===== src/rtl/conv_win_ctrl.sv =====
// Convolution window scan controller: walks every output pixel and kernel tap, driving MAC addresses/control.
// Optional stall performance counter enabled by defining CTL_PERF_CNT_EN (adds ctl_stall_cnt port).
//   state   | meaning
//   IDLE    | waiting for ctl_start, counters at 0
//   RUN     | presenting taps, counters advance on accept
//   DONE    | one-cycle scan-complete pulse
module conv_win_ctrl #(
    parameter int IMG_DIM    = 32,
    parameter int KER_DIM    = 5,
    parameter int ADDR_WIDTH = 10,
    parameter int CNT_WIDTH  = 5
) (
    input  logic                  ctl_clk,
    input  logic                  ctl_rst_b,
    input  logic                  ctl_start,
    input  logic                  ctl_mac_rdy,
    output logic                  ctl_busy,
    output logic                  ctl_done,
    output logic                  ctl_tap_vld,
    output logic [ADDR_WIDTH-1:0] ctl_in_addr,
    output logic [ADDR_WIDTH-1:0] ctl_wt_addr,
    output logic                  ctl_acc_clr,
    output logic                  ctl_acc_last,
    output logic                  ctl_out_wr,
    output logic [ADDR_WIDTH-1:0] ctl_out_addr
`ifdef CTL_PERF_CNT_EN
    ,
    output logic [15:0]           ctl_stall_cnt
`endif
);

    localparam int OUT_DIM = IMG_DIM - KER_DIM + 1;
    localparam logic [CNT_WIDTH-1:0]  K_MAX = CNT_WIDTH'(KER_DIM - 1);
    localparam logic [CNT_WIDTH-1:0]  O_MAX = CNT_WIDTH'(OUT_DIM - 1);
    localparam logic [CNT_WIDTH-1:0]  C_ONE = CNT_WIDTH'(1);
    localparam logic [ADDR_WIDTH-1:0] IMG_A = ADDR_WIDTH'(IMG_DIM);
    localparam logic [ADDR_WIDTH-1:0] KER_A = ADDR_WIDTH'(KER_DIM);
    localparam logic [ADDR_WIDTH-1:0] OUT_A = ADDR_WIDTH'(OUT_DIM);

    typedef enum logic [1:0] {ST_IDLE, ST_RUN, ST_DONE} state_t;

    state_t                state_q, state_d;
    logic [CNT_WIDTH-1:0]  kc_q, kc_d, kr_q, kr_d, oc_q, oc_d, or_q, or_d;
    logic                  out_wr_q, out_wr_d;
    logic [ADDR_WIDTH-1:0] out_addr_q, out_addr_d;
    logic                  accept, kc_wrap, kr_wrap, oc_wrap, or_wrap;
    logic [ADDR_WIDTH-1:0] row_a, col_a, win_a;

    assign accept  = (state_q == ST_RUN) && ctl_mac_rdy;
    assign kc_wrap = (kc_q == K_MAX);
    assign kr_wrap = (kr_q == K_MAX);
    assign oc_wrap = (oc_q == O_MAX);
    assign or_wrap = (or_q == O_MAX);

    assign row_a = ADDR_WIDTH'(or_q) + ADDR_WIDTH'(kr_q);
    assign col_a = ADDR_WIDTH'(oc_q) + ADDR_WIDTH'(kc_q);
    assign win_a = ADDR_WIDTH'(or_q) * OUT_A + ADDR_WIDTH'(oc_q);

    always_ff @(posedge ctl_clk or negedge ctl_rst_b) begin
        if (!ctl_rst_b) begin
            state_q    <= ST_IDLE;
            kc_q       <= '0;
            kr_q       <= '0;
            oc_q       <= '0;
            or_q       <= '0;
            out_wr_q   <= 1'b0;
            out_addr_q <= '0;
        end else begin
            state_q    <= state_d;
            kc_q       <= kc_d;
            kr_q       <= kr_d;
            oc_q       <= oc_d;
            or_q       <= or_d;
            out_wr_q   <= out_wr_d;
            out_addr_q <= out_addr_d;
        end
    end

    always_comb begin
        state_d    = state_q;
        kc_d       = kc_q;
        kr_d       = kr_q;
        oc_d       = oc_q;
        or_d       = or_q;
        out_wr_d   = 1'b0;
        out_addr_d = out_addr_q;
        case (state_q)
            ST_IDLE: begin
                if (ctl_start) begin
                    state_d = ST_RUN;
                    kc_d    = '0;
                    kr_d    = '0;
                    oc_d    = '0;
                    or_d    = '0;
                end
            end
            ST_RUN: begin
                if (accept) begin
                    kc_d = kc_wrap ? '0 : kc_q + C_ONE;
                    if (kc_wrap) kr_d = kr_wrap ? '0 : kr_q + C_ONE;
                    // Window complete: report it next cycle and step to the next output pixel.
                    if (kc_wrap && kr_wrap) begin
                        out_wr_d   = 1'b1;
                        out_addr_d = win_a;
                        oc_d       = oc_wrap ? '0 : oc_q + C_ONE;
                        if (oc_wrap) begin
                            or_d = or_wrap ? '0 : or_q + C_ONE;
                            if (or_wrap) state_d = ST_DONE;
                        end
                    end
                end
            end
            ST_DONE: state_d = ST_IDLE;
            default: state_d = ST_IDLE;
        endcase
    end

    assign ctl_busy     = (state_q != ST_IDLE);
    assign ctl_done     = (state_q == ST_DONE);
    assign ctl_tap_vld  = (state_q == ST_RUN);
    assign ctl_in_addr  = row_a * IMG_A + col_a;
    assign ctl_wt_addr  = ADDR_WIDTH'(kr_q) * KER_A + ADDR_WIDTH'(kc_q);
    assign ctl_acc_clr  = ctl_tap_vld && (kc_q == '0) && (kr_q == '0);
    assign ctl_acc_last = ctl_tap_vld && kc_wrap && kr_wrap;
    assign ctl_out_wr   = out_wr_q;
    assign ctl_out_addr = out_addr_q;

`ifdef CTL_PERF_CNT_EN
    logic [15:0] stall_q;

    always_ff @(posedge ctl_clk or negedge ctl_rst_b) begin
        if (!ctl_rst_b) begin
            stall_q <= '0;
        end else if ((state_q == ST_IDLE) && ctl_start) begin
            stall_q <= '0;
        end else if ((state_q == ST_RUN) && !ctl_mac_rdy && (stall_q != 16'hFFFF)) begin
            stall_q <= stall_q + 16'd1;
        end
    end

    assign ctl_stall_cnt = stall_q;
`endif

endmodule


===== config.mk =====
export PLATFORM = sky130hd
export DESIGN_NAME = conv_win_ctrl
export DESIGN_NICKNAME = d
export VERILOG_FILES = /design/src/rtl/conv_win_ctrl.sv
export SDC_FILE = /design/constraint.sdc
export NUM_CORES = 1
export LEC_CHECK = 0
export ABC_AREA = 1
export CORE_ASPECT_RATIO = 0.9
export CORE_MARGIN = 4
export CORE_UTILIZATION = 45
export DETAILED_ROUTE_END_ITERATION = 8
export PLACE_DENSITY = 0.65
export SLEW_MARGIN = 25
export SYNTH_ARGS = -nofsm -noshare
export SYNTH_HDL_FRONTEND = slang
export SYNTH_SLANG_ARGS = --single-unit

===== constraint.sdc =====
create_clock -name ctl_clk -period 5.9 [get_ports ctl_clk]
set_input_delay 0.59 -clock ctl_clk [delete_from_list [all_inputs] [get_ports ctl_clk]]
set_output_delay 0.59 -clock ctl_clk [all_outputs]
set_load 0.02 [all_outputs]

# == Yosys cells after proc, flatten, opt, wreduce, memory -nomap -nowiden ==
# Cells that the tools add are included.
# classes
addsub,9
mul,2
n_eq_ne,12
mux,26
reduce_logical,17
# op_table
operator,count
$mux W5,13
$pmux W5 S2,4
$add A5 B1 Y5 const B,4
$mul A5 B3 Y8 const B,2
$add A10 B5 Y10,1
$add A10 B6 Y10,1
$eq A5 B3 Y1 const B,2
$eq A5 B5 Y1 const B,2
$logic_not A5 Y1,2
$mux W2,5
$ne A2 B1 Y1 const B,5
$reduce_and A5 Y1,2
$add A8 B5 Y9,1
$reduce_and A4 Y1,2
$add A5 B5 Y6,1
$logic_and A1 B1 Y1,6
$reduce_and A3 Y1,2
$add A5 B5 Y5,1
$pmux W2 S2,1
$reduce_bool A2 Y1,2
$mux W1,3
$eq A2 B1 Y1 const B,1
$eq A2 B2 Y1 const B,1
$logic_not A2 Y1,1
$ne A2 B2 Y1 const B,1
# word_totals
regBits,33
out_inout_bits,36
word_cells,73

# == Longest topological paths before layout ==
# depth
ltp_word,6
mapped_depth,13
mapped_depth_nobuf,13

# == Worst setup path after synthesis ==
# OpenSTA, ideal clock, no wires.
# synth_path
path_type,flip-flop to output port
from,register kr_q[1]
to,output port ctl_wt_addr[6]
t_arrival_ns,2.230
required_time_ns,5.310
setup_slack_ns,3.080
path_stages_with_launch,10
n_path_buf,0
path_cell_list,dfrtp_1 > ha_1 > fa_1 > ha_1 > a21oi_1 > nand2_1 > a21o_1 > nand2_1 > nand3_1 > nand2_1
# synth_via
elab_chain_len,2
# synth_lines
element,line,source
start: declaration,43,"logic [CNT_WIDTH-1:0] kc_q, kc_d, kr_q, kr_d, oc_q, oc_d, or_q, or_d;"
start signal: assignment,71,kr_q <= kr_d;
$mul A5 B3 Y8,122,assign ctl_wt_addr = ADDR_WIDTH'(kr_q) * KER_A + ADDR_WIDTH'(kc_q);
$add A8 B5 Y9,122,
end: declaration,21,"output logic [ADDR_WIDTH-1:0] ctl_wt_addr,"
# Every way passes these cells.

# == Worst setup path after layout ==
# Ends and elaborated chain as after synthesis.

==> flow_metrics.py <==
metrics = {
    "cts": {
        "cts_buffers": 5,
        "clockBufferDepth": 2,
        "cts_root_buf": "clkbuf_8",
        "cts-resized-gates": 0,
        "cts_tree": "built",
        "cts_setup_buffers": 0,
        "cts_sinks": 33,
        "hold_buffers": 0,
        "clk_pin_slew_ns": 0.07,
        "clock_latency_ns": 0.28,
        "cts_max_level": 2,
    },
    "floorplanning": {
        "die_area_sq_um": 8101,
        "die-height_um": 85.79,
        "initial_core_util_pct": 46.18,
        "die_x_um": 94.43,
        "rows": 28,
        "pin_count": 40,
        "core_area_sq_um": 6551,
    },
    "finish": {
        "nNetsFinal": 468,
        "syn2layout_area_growth_pct": 19.07,
        "stdcell_count": 504,
        "final_util_pct": 54.98,
        "final_cell_mix": "74 x nand2_1, 48 x inv_1, 40 x ha_1, 39 x nand3_1, 37 x clkdlybuf4s50_1",
        "nFillCells": 643,
        "drive_above_1_share_pct": 8.696,
        "final_cell_area_sq_um": 3602,
        "regArea_sq_um": 825.8,
        "multi_input_comb_area_sq_um": 1967,
        "antennaDiodeCount": 0,
        "final_common_cell": "nand2_1",
    },
    "worst_setup_path": {
        "crit_slowest_cell": "clkdlybuf4s50_1",
        "end_kind": "output port",
        "crit_arrival_ns": 3.17,
        "crit_fanout": 7,
        "critPathMostFrequentCell": "nand2_1",
        "path_cells": "ha_1 > fa_1 > ha_1 > a21oi_1 > nand2_1 > a21o_1 > nand2_1 > nand3_1 > nand2_1 > clkdlybuf4s50_1",
        "max_stage_delay_ns": 0.59,
        "startpoint_type": "flip-flop",
        "worstSetupPathType": "reg -> out",
        "required_ns": 5.31,
    },
    "drt": {
        "vias": 2501,
        "detail-route-antenna-nets": 0,
        "first_pass_iters": 4,
        "wl_per_cell_um": 12.90,
        "vias_per_cell": 4.962,
        "drtIter0Drc": 135,
        "wl_mm": 6.502,
        "drcViolationCount": 0,
    },
    "logic_synthesis": {
        "avgSynthCellArea_sq_um": 8.155,
        "synthDominantCellAreaShare_pct": 27.30,
        "ys_seq_area_share_pct": 27.30,
        "yosysTopAreaCell": "dfrtp_1",
        "yosysUniqueCellTypes": 35,
        "yosys_warnings": 0,
        "synth_area_sq_um": 3025,
        "synthTopCellsByArea": "dfrtp_1 27%, ha_1 17%, nand2_1 9.2%",
        "ys_seq_elements": 33,
        "syn_inst": 371,
    },
    "sta": {
        "worst_slack_ns": 2.144,
        "finalSetupViolCount": 0,
        "setup-tns-final_ns": 0,
        "min_period_ns": 3.756,
        "clock.fmax_mhz": 266.3,
        "skew_ns": 0.007122,
        "fin_hold_ws_ns": 0.4756,
        "final-hold-violation-count": 0,
        "slew_viol_final": 0,
        "grt_setup_unrepaired": "no",
        "finalCritPeriodShare_pct": 63.65,
    },
    "place": {
        "placed_area_sq_um": 3486,
        "post-place-cells": 496,
        "io_buffers": 37,
        "gp_congestion": 0.8852,
        "post-place-ws_ns": 2.439,
        "hpwl_mm": 5.278,
    },
    "global_routing": {
        "met3_usage_pct": 2.719,
        "grtUsageMet2_pct": 27.45,
        "grt_pass1_wl_mm": 11.49,
        "grt_overflow": 0,
        "top_usage_layer": "met2",
        "first_global_vias": 2440,
        "grt.total_usage_pct": 17.60,
        "grt_max_degree": 34,
        "grt_util_met1_pct": 26.31,
        "antenna_found_initial": 0,
    },
    "worst_hold_path": {
        "min-delay-path-class": "reg -> reg",
    },
    "power": {
        "p_total_mw": 1.829,
        "irDropWorstVdd_mv": 0.5347,
        "p_clk_share_pct": 12.0,
        "intPower_uw": 983.9,
        "leakagePower_nw": 1.888,
        "cellPowerDensity_nw_per_um2": 507.6,
        "combPwrFrac_pct": 69.2,
        "p_sw_uw": 844.7,
        "seq_power_share_pct": 18.9,
        "swShare_pct": 46.19,
    },
    "flow_run": {
        "cap_violations": 0,
    },
    "run_status": {
        "outcome": "completed",
    },
}
-- cell usage after synthesis --
| cell type | n |
|---|---|
| a21boi_0 | 1 |
| a21o_1 | 2 |
| a21oi_1 | 13 |
| a31o_2 | 1 |
| a31oi_1 | 1 |
| buf_4 | 3 |
| buf_6 | 1 |
| conb_1 | 1 |
| dfrtp_1 | 33 |
| fa_1 | 11 |
| ha_1 | 40 |
| inv_1 | 48 |
| inv_2 | 6 |
| nand2_1 | 74 |
| nand2_2 | 6 |
| nand2_4 | 3 |
| nand3_1 | 39 |
| nand4_1 | 7 |
| nand4_2 | 1 |
| nor2_1 | 14 |
| nor2_4 | 2 |
| nor2_8 | 1 |
| nor2b_1 | 1 |
| nor3_1 | 6 |
| nor4_1 | 2 |
| o211ai_1 | 1 |
| o21ai_0 | 11 |
| o21ai_1 | 8 |
| o21ai_2 | 6 |
| o21bai_1 | 1 |
| o221ai_1 | 1 |
| or2_1 | 1 |
| or2_2 | 2 |
| xnor2_1 | 7 |
| xor2_1 | 16 |
-- power by group through the flow --
stage | Combinational, mW | Sequential, mW | Clock (mW)
finish | 1.26 | 0.345 | 0.219
global route | 1.40 | 0.354 | 0.236
CTS | 1.28 | 0.344 | 0.224
detailed placement | 1.27 | 0.348 | 0
global placement | 1.26 | 0.346 | 0
floorplan | 0.806 | 0.333 | 0
-- worst paths after layout --
path	startpoint	endpoint	slack (ns)	depth (start not counted)
min in group asynchronous	ctl_rst_b	ctl_out_addr[1]$_DFFE_PN0P_	0.72	2
worst min register to register	ctl_out_addr[2]$_DFFE_PN0P_	ctl_out_addr[2]$_DFFE_PN0P_	0.48	2
worst max register to register	or_q[2]$_DFFE_PN0P_	ctl_out_addr[9]$_DFFE_PN0P_	3.25	10
max in group asynchronous	ctl_rst_b	ctl_out_addr[7]$_DFFE_PN0P_	4.87	2
worst max-delay path	kr_q[1]$_DFFE_PN0P_	ctl_wt_addr[6]	2.14	10
worst min-delay path	ctl_out_addr[2]$_DFFE_PN0P_	ctl_out_addr[2]$_DFFE_PN0P_	0.48	2
-- logic make-up after synthesis --
| kind of cell | count (synthesis) | synth area share, % |
|---|---|---|
| adder cells (fa/ha/maj) | 51 | 23.82 |
| flip-flops | 33 | 27.30 |
| AND/OR/NAND/NOR | 159 | 25.23 |
| XOR/XNOR | 23 | 6.658 |
| buffers and inverters | 58 | 7.816 |
| AO/OA/AOI/OAI | 46 | 9.057 |
| other | 1 | 0.1240 |
-- cell type report --
class	instances	area share, %
multi-input cells	281	54.60
flip-flops and latches	33	22.92
repair buffers	38	10.49
inverters	54	5.627
well taps	90	3.126
clock buffers	7	2.397
clock inverters	1	0.8336
-- flip-flops by register name, summed over array words and instances, names as in the netlist --
name	cells
kc_q	5
ctl_out_addr	10
ctl_out_wr	1
or_q	5
oc_q	5
kr_q	5
state_q	2
-- layer usage --
layer | vias to the layer above | wire, um
met4 | 0 | 31
met2 | 48 | 2843
met1 | 1154 | 3385
li1 | 1295 | -
met5 | - | 0
met3 | 4 | 242
-- worst max-delay path: cells and delay by family, from the launching register on --
kind / cells / cell delay [ns]
AOI/OAI and AO/OA: 2 / 0.32
DFF: 1 / 0.50
and+or+nand+nor: 4 / 0.29
buffers and inverters: 1 / 0.59
adders and majority gates: 3 / 1.18
No activity file was read; power rests on OpenSTA's default activity.
